<file path="src/rtl/dpic_mem_arbiter.sv">
// Arbitrates the single simulation memory port between IFU fetches and LSU loads/stores.
// One transaction in flight; LSU has priority unless the IFU has been passed over STARVE_LIMIT times.
module dpic_mem_arbiter #(
    parameter int STARVE_LIMIT = 4,
    parameter int CNT_W        = 3
) (
    input  logic        clk,
    input  logic        rst,
    input  logic        ifu_req_valid,
    output logic        ifu_req_ready,
    input  logic [63:0] ifu_req_addr,
    output logic        ifu_resp_valid,
    input  logic        ifu_resp_ready,
    output logic [63:0] ifu_resp_data,
    input  logic        lsu_req_valid,
    output logic        lsu_req_ready,
    input  logic        lsu_req_we,
    input  logic [63:0] lsu_req_addr,
    input  logic [63:0] lsu_req_wdata,
    input  logic [7:0]  lsu_req_wmask,
    output logic        lsu_resp_valid,
    input  logic        lsu_resp_ready,
    output logic [63:0] lsu_resp_rdata,
    output logic        lsu_resp_err,
    output logic        mem_rd_en,
    output logic [63:0] mem_rd_addr,
    input  logic [63:0] mem_rd_data,
    output logic        mem_we_en,
    output logic [63:0] mem_we_addr,
    output logic [63:0] mem_we_data,
    output logic [7:0]  mem_we_mask
);
    localparam logic [1:0] S_IDLE  = 2'd0;
    localparam logic [1:0] S_ISSUE = 2'd1;
    localparam logic [1:0] S_CAPT  = 2'd2;
    localparam logic [1:0] S_RESP  = 2'd3;
    localparam logic [CNT_W-1:0] LIMIT = CNT_W'(STARVE_LIMIT);

    logic [1:0]       r_state;
    logic             r_owner_lsu;
    logic             r_we;
    logic [CNT_W-1:0] r_starve;
    logic             r_mem_rd_en;
    logic [63:0]      r_mem_rd_addr;
    logic             r_mem_we_en;
    logic [63:0]      r_mem_we_addr;
    logic [63:0]      r_mem_we_data;
    logic [7:0]       r_mem_we_mask;
    logic             r_ifu_resp_valid;
    logic [63:0]      r_ifu_resp_data;
    logic             r_lsu_resp_valid;
    logic [63:0]      r_lsu_resp_rdata;
    logic             r_lsu_resp_err;

    logic w_idle;
    logic w_grant_ifu;
    logic w_grant_lsu;
    logic w_mask_ok;
    logic w_resp_hs;

    // Readys are gated by rst so every output reads 0 while reset is held.
    assign w_idle      = (r_state == S_IDLE) && !rst;
    assign w_grant_ifu = w_idle && ifu_req_valid && ((r_starve >= LIMIT) || !lsu_req_valid);
    assign w_grant_lsu = w_idle && lsu_req_valid && !w_grant_ifu;
    assign w_mask_ok   = (lsu_req_wmask == 8'h01) || (lsu_req_wmask == 8'h03) ||
                         (lsu_req_wmask == 8'h0F) || (lsu_req_wmask == 8'hFF);
    assign w_resp_hs   = (r_ifu_resp_valid && ifu_resp_ready) ||
                         (r_lsu_resp_valid && lsu_resp_ready);

    always_ff @(posedge clk or posedge rst) begin
        if (rst) begin
            r_state          <= S_IDLE;
            r_owner_lsu      <= 1'b0;
            r_we             <= 1'b0;
            r_starve         <= '0;
            r_mem_rd_en      <= 1'b0;
            r_mem_rd_addr    <= '0;
            r_mem_we_en      <= 1'b0;
            r_mem_we_addr    <= '0;
            r_mem_we_data    <= '0;
            r_mem_we_mask    <= '0;
            r_ifu_resp_valid <= 1'b0;
            r_ifu_resp_data  <= '0;
            r_lsu_resp_valid <= 1'b0;
            r_lsu_resp_rdata <= '0;
            r_lsu_resp_err   <= 1'b0;
        end else begin
            case (r_state)
                S_IDLE: begin
                    if (w_grant_ifu) begin
                        r_owner_lsu   <= 1'b0;
                        r_we          <= 1'b0;
                        r_starve      <= '0;
                        r_mem_rd_en   <= 1'b1;
                        r_mem_rd_addr <= ifu_req_addr;
                        r_state       <= S_ISSUE;
                    end else if (w_grant_lsu) begin
                        r_owner_lsu <= 1'b1;
                        r_we        <= lsu_req_we;
                        if (ifu_req_valid && (r_starve < LIMIT))
                            r_starve <= r_starve + 1'b1;
                        if (!lsu_req_we) begin
                            r_mem_rd_en   <= 1'b1;
                            r_mem_rd_addr <= lsu_req_addr;
                        end else if (w_mask_ok) begin
                            r_mem_we_en   <= 1'b1;
                            r_mem_we_addr <= lsu_req_addr;
                            r_mem_we_data <= lsu_req_wdata;
                            r_mem_we_mask <= lsu_req_wmask;
                        end else begin
                            r_lsu_resp_err <= 1'b1;
                        end
                        r_state <= S_ISSUE;
                    end
                end
                S_ISSUE: begin
                    r_mem_rd_en <= 1'b0;
                    r_mem_we_en <= 1'b0;
                    // Only the LSU writes, so a write always answers on the LSU channel.
                    if (r_we) begin
                        r_lsu_resp_valid <= 1'b1;
                        r_lsu_resp_rdata <= '0;
                        r_state          <= S_RESP;
                    end else begin
                        r_state <= S_CAPT;
                    end
                end
                S_CAPT: begin
                    if (r_owner_lsu) begin
                        r_lsu_resp_rdata <= mem_rd_data;
                        r_lsu_resp_valid <= 1'b1;
                    end else begin
                        r_ifu_resp_data  <= mem_rd_data;
                        r_ifu_resp_valid <= 1'b1;
                    end
                    r_state <= S_RESP;
                end
                default: begin
                    if (w_resp_hs) begin
                        r_ifu_resp_valid <= 1'b0;
                        r_lsu_resp_valid <= 1'b0;
                        r_lsu_resp_err   <= 1'b0;
                        r_state          <= S_IDLE;
                    end
                end
            endcase
        end
    end

    assign ifu_req_ready  = w_grant_ifu;
    assign lsu_req_ready  = w_grant_lsu;
    assign ifu_resp_valid = r_ifu_resp_valid;
    assign ifu_resp_data  = r_ifu_resp_data;
    assign lsu_resp_valid = r_lsu_resp_valid;
    assign lsu_resp_rdata = r_lsu_resp_rdata;
    assign lsu_resp_err   = r_lsu_resp_err;
    assign mem_rd_en      = r_mem_rd_en;
    assign mem_rd_addr    = r_mem_rd_addr;
    assign mem_we_en      = r_mem_we_en;
    assign mem_we_addr    = r_mem_we_addr;
    assign mem_we_data    = r_mem_we_data;
    assign mem_we_mask    = r_mem_we_mask;
endmodule

</file>
<file path="config.mk">
export PLATFORM = sky130hd
export DESIGN_NAME = dpic_mem_arbiter
export DESIGN_NICKNAME = d
export VERILOG_FILES = /design/src/rtl/dpic_mem_arbiter.sv
export SDC_FILE = /design/constraint.sdc
export NUM_CORES = 1
export LEC_CHECK = 0
export CAP_MARGIN = 15
export CORE_AREA = 10 10 225 227
export CTS_CLUSTER_DIAMETER = 60
export DETAILED_ROUTE_END_ITERATION = 6
export DIE_AREA = 0 0 235 237
export PLACE_DENSITY_LB_ADDON = 0.1
export REMOVE_ABC_BUFFERS = 1
export SLEW_MARGIN = 20
export SYNTH_ARGS = -nofsm -noshare
export SYNTH_HDL_FRONTEND = slang
export SYNTH_SLANG_ARGS = --single-unit
</file>
<file path="constraint.sdc">
create_clock -name clk -period 11.3 [get_ports clk]
set_clock_uncertainty 0.05 [all_clocks]
set_input_delay 1.13 -clock clk [delete_from_list [all_inputs] [get_ports clk]]
set_output_delay 1.13 -clock clk [all_outputs]
set_load 0.005 [all_outputs]
</file>
==> results.tsv <==
stage	metric	value	unit
timing	fmax	0.242	GHz
setup_path	rrSetupSlack	7850	ps
drt	routedWlPerCell	23.2	um
floorplanning	fp.dieW	235	um
yosys	synth_area_leaders	dfrtp_1 62%, mux2_1 17%, o21ai_1 4.9%, mux2i_1 4.7%, nand3_1 2.4%	
cells_and_area	fin_util	47.1	%
timing	relSlewSlack	28.3	%
cts	ctsLongestPathBuffers	3	
setup_path	worstPathArrival	2960	ps
drt	wl_met3	4950	um
global_route	grt.total_usage	18.6	%
cells_and_area	layoutNonFillerInstCount	2301	
drt	routed.top_layer	met5	
timing	fin_crit_sh	36.6	%
floorplanning	num_rows	79	
timing	tightestPinTransition	1080	ps
drt	routed_via_density	4.54	
setup_path	critPathMaxFanout	7	
hold_path	hp-class	reg -> reg	
status	status	finished clean	
cts	clkSinkCount	340	
cells_and_area	drive_gt1_share	5.26	%
yosys	synth_top_area_share	62.4	%
global_route	grt_overflow	0	
floorplanning	initial_utilization	29.5	%
place	hpwl	40400	um
place	port_buffers	605	
global_route	grt_pass1_wl	78600	um
yosys	synth_warnings	0	
yosys	synth.avg_cell_area	12.8	um2
setup_path	crit_type	in -> out	
pwr	report.power.total	4790	uW
drt	drt-total-wl	53400	um
timing	layout_setup_ws	7160	ps
yosys	ys_top_cells_by_count	340 x dfrtp_1, 202 x mux2_1, 134 x o21ai_1, 72 x nand2_1, 68 x inv_1	
yosys	async_reset_ff_share	100	%
cts	cts_buffers	43	
yosys	ys_seq_area_share	62.4	%
floorplanning	coreArea	46200	um2
yosys	syn_inst	1064	
floorplanning	io_pins	606	
yosys	yosysTopAreaCell	dfrtp_1	
pwr	p_leak	0.00938	uW
floorplanning	die_area	55700	um2
cts	insertion_delay	550	ps
yosys	ys_types	35	
yosys	ys_ff_latch	340	
drt	first_iter_violations	450	
place	place_inst	2223	
place	gp_congestion	0.786	
timing	setup_tns	0	ps
pwr	ir_worst_vdd	105	uV
setup_path	end_kind	output pin	
cts	holdBufCountCts	0	
yosys	ys_dominant_reg_cell	dfrtp_1	
timing	hold_violations	0	
cells_and_area	nets	1937	
place	pre_cts_slack	6970	ps
pwr	power_density	220	nW/um2
cts	cts-root-buf	clkbuf_16	
setup_path	crit_required	10120	ps
yosys	synth_area	13600	um2
job	cap_violations	0	
drt	vias	10500	
yosys	yosysMostFrequentCell	dfrtp_1	
cts	post-cts-setup-buffers	0	
timing	fin_crit	4140	ps
timing	slew_violations	0	
cts	cts_tree	done	
drt	drc_errors	0	
global_route	grt_max_degree	166	
drt	drtPass1Iterations	6	
cts	worst_setup_hold_path_clk_slew	50	ps
global_route	grt_pass1_vias	11200	
cells_and_area	areaGrowthSynthToFinish	59.6	%
timing	rsz0062_at_grt	no	
drt	drtAntennaViolNets	0	
floorplanning	die_height	237	um
drt	routedLengthMet1	20500	um
cts	cts_resized	0	
yosys	synth_edf_count	0	
global_route	antenna_found_initial	10	
setup_path	critPathLaunchType	input pin	
timing	setup_viol	0	
drt	wl_met2	26800	um
cts	htreeDepth	2	
area by class of cell:
class                           count  area [um2]
Fill cell                        4291       24400
Sequential cell                   340        8510
Timing Repair Buffer              617        6160
Multi-Input combinational cell    590        4590
Clock buffer                       63        1280
Tap cell                          607         759
Inverter                           69         267
Clock inverter                     13         178
Antenna cell                        2        5.00
registers in the layout (all words and copies together), names as in the netlist:
register / count
mem_we_addr: 64
lsu_resp_rdata: 64
r_starve: 3
ifu_resp_valid: 1
mem_we_en: 1
lsu_resp_err: 1
mem_rd_addr: 64
mem_we_mask: 8
lsu_resp_valid: 1
mem_we_data: 64
r_state: 2
ifu_resp_data: 64
r_owner_lsu: 1
r_we: 1
mem_rd_en: 1
per-stage QoR:
step                      cell area [um2]  hold WS, ps
after floorplan                     13300          408
after global placement              20300          402
after detailed placement            20300          408
after CTS                           21700          422
after global routing                21700          447
final                               21700          418
power by group:
part           switching (uW)  internal [uW]
clock                     537            858
sequential                177           1550
combinational             770            896
total                    1490           3310
worst paths after layout:
check / depth (start not counted) / startpoint / to
worst max-delay path: 4 / rst / ifu_req_ready
worst min-delay path: 1 / mem_we_mask[0]$_DFFE_PP0P_ / mem_we_mask[0]$_DFFE_PP0P_
worst max register to register: 8 / r_state[1]$_DFFE_PP0P_ / mem_rd_addr[18]$_DFFE_PP0P_
worst min register to register: 1 / mem_we_mask[0]$_DFFE_PP0P_ / mem_we_mask[0]$_DFFE_PP0P_
max in group asynchronous: 3 / rst / lsu_resp_rdata[47]$_DFFE_PP0P_
min in group asynchronous: 2 / rst / mem_rd_addr[27]$_DFFE_PP0P_
metal layers:
metal	vias up	track usage, %
li1	4873	-
met4	16	5.28
met5	-	0
met1	5168	20.3
met2	326	32.2
met3	74	8.04
cells in the final DEF (no fill, tap or decap), types with 3 or more instances in the layout:
cell type        instances
clkdlybuf4s50_1        605
bufinv_16                3
clkbuf_8                11
clkbuf_1                 8
nand2b_1                 4
nand2_1                 72
nor3_1                   3
mux2_1                 202
nor2_1                   6
dfrtp_1                340
ha_1                     4
inv_1                   67
clkbuf_16               44
a21oi_1                  3
o21ai_1                134
o31ai_1                  6
nand3_1                 65
buf_4                   11
mux2i_1                 64
critical path, cell delays in order:
cell and delay [ps]:
clkdlybuf4s50_1 580, nand3b_1 410, nor2_4 170, clkdlybuf4s50_1 670
cell families after synthesis:
group / synth area share (%)
fa+ha+maj: 0.459
mux: 21.4
simple gates: 5.60
compound gates: 5.95
flops: 62.4
buf+inv: 4.15
Power figures use the tool's default switching activity.
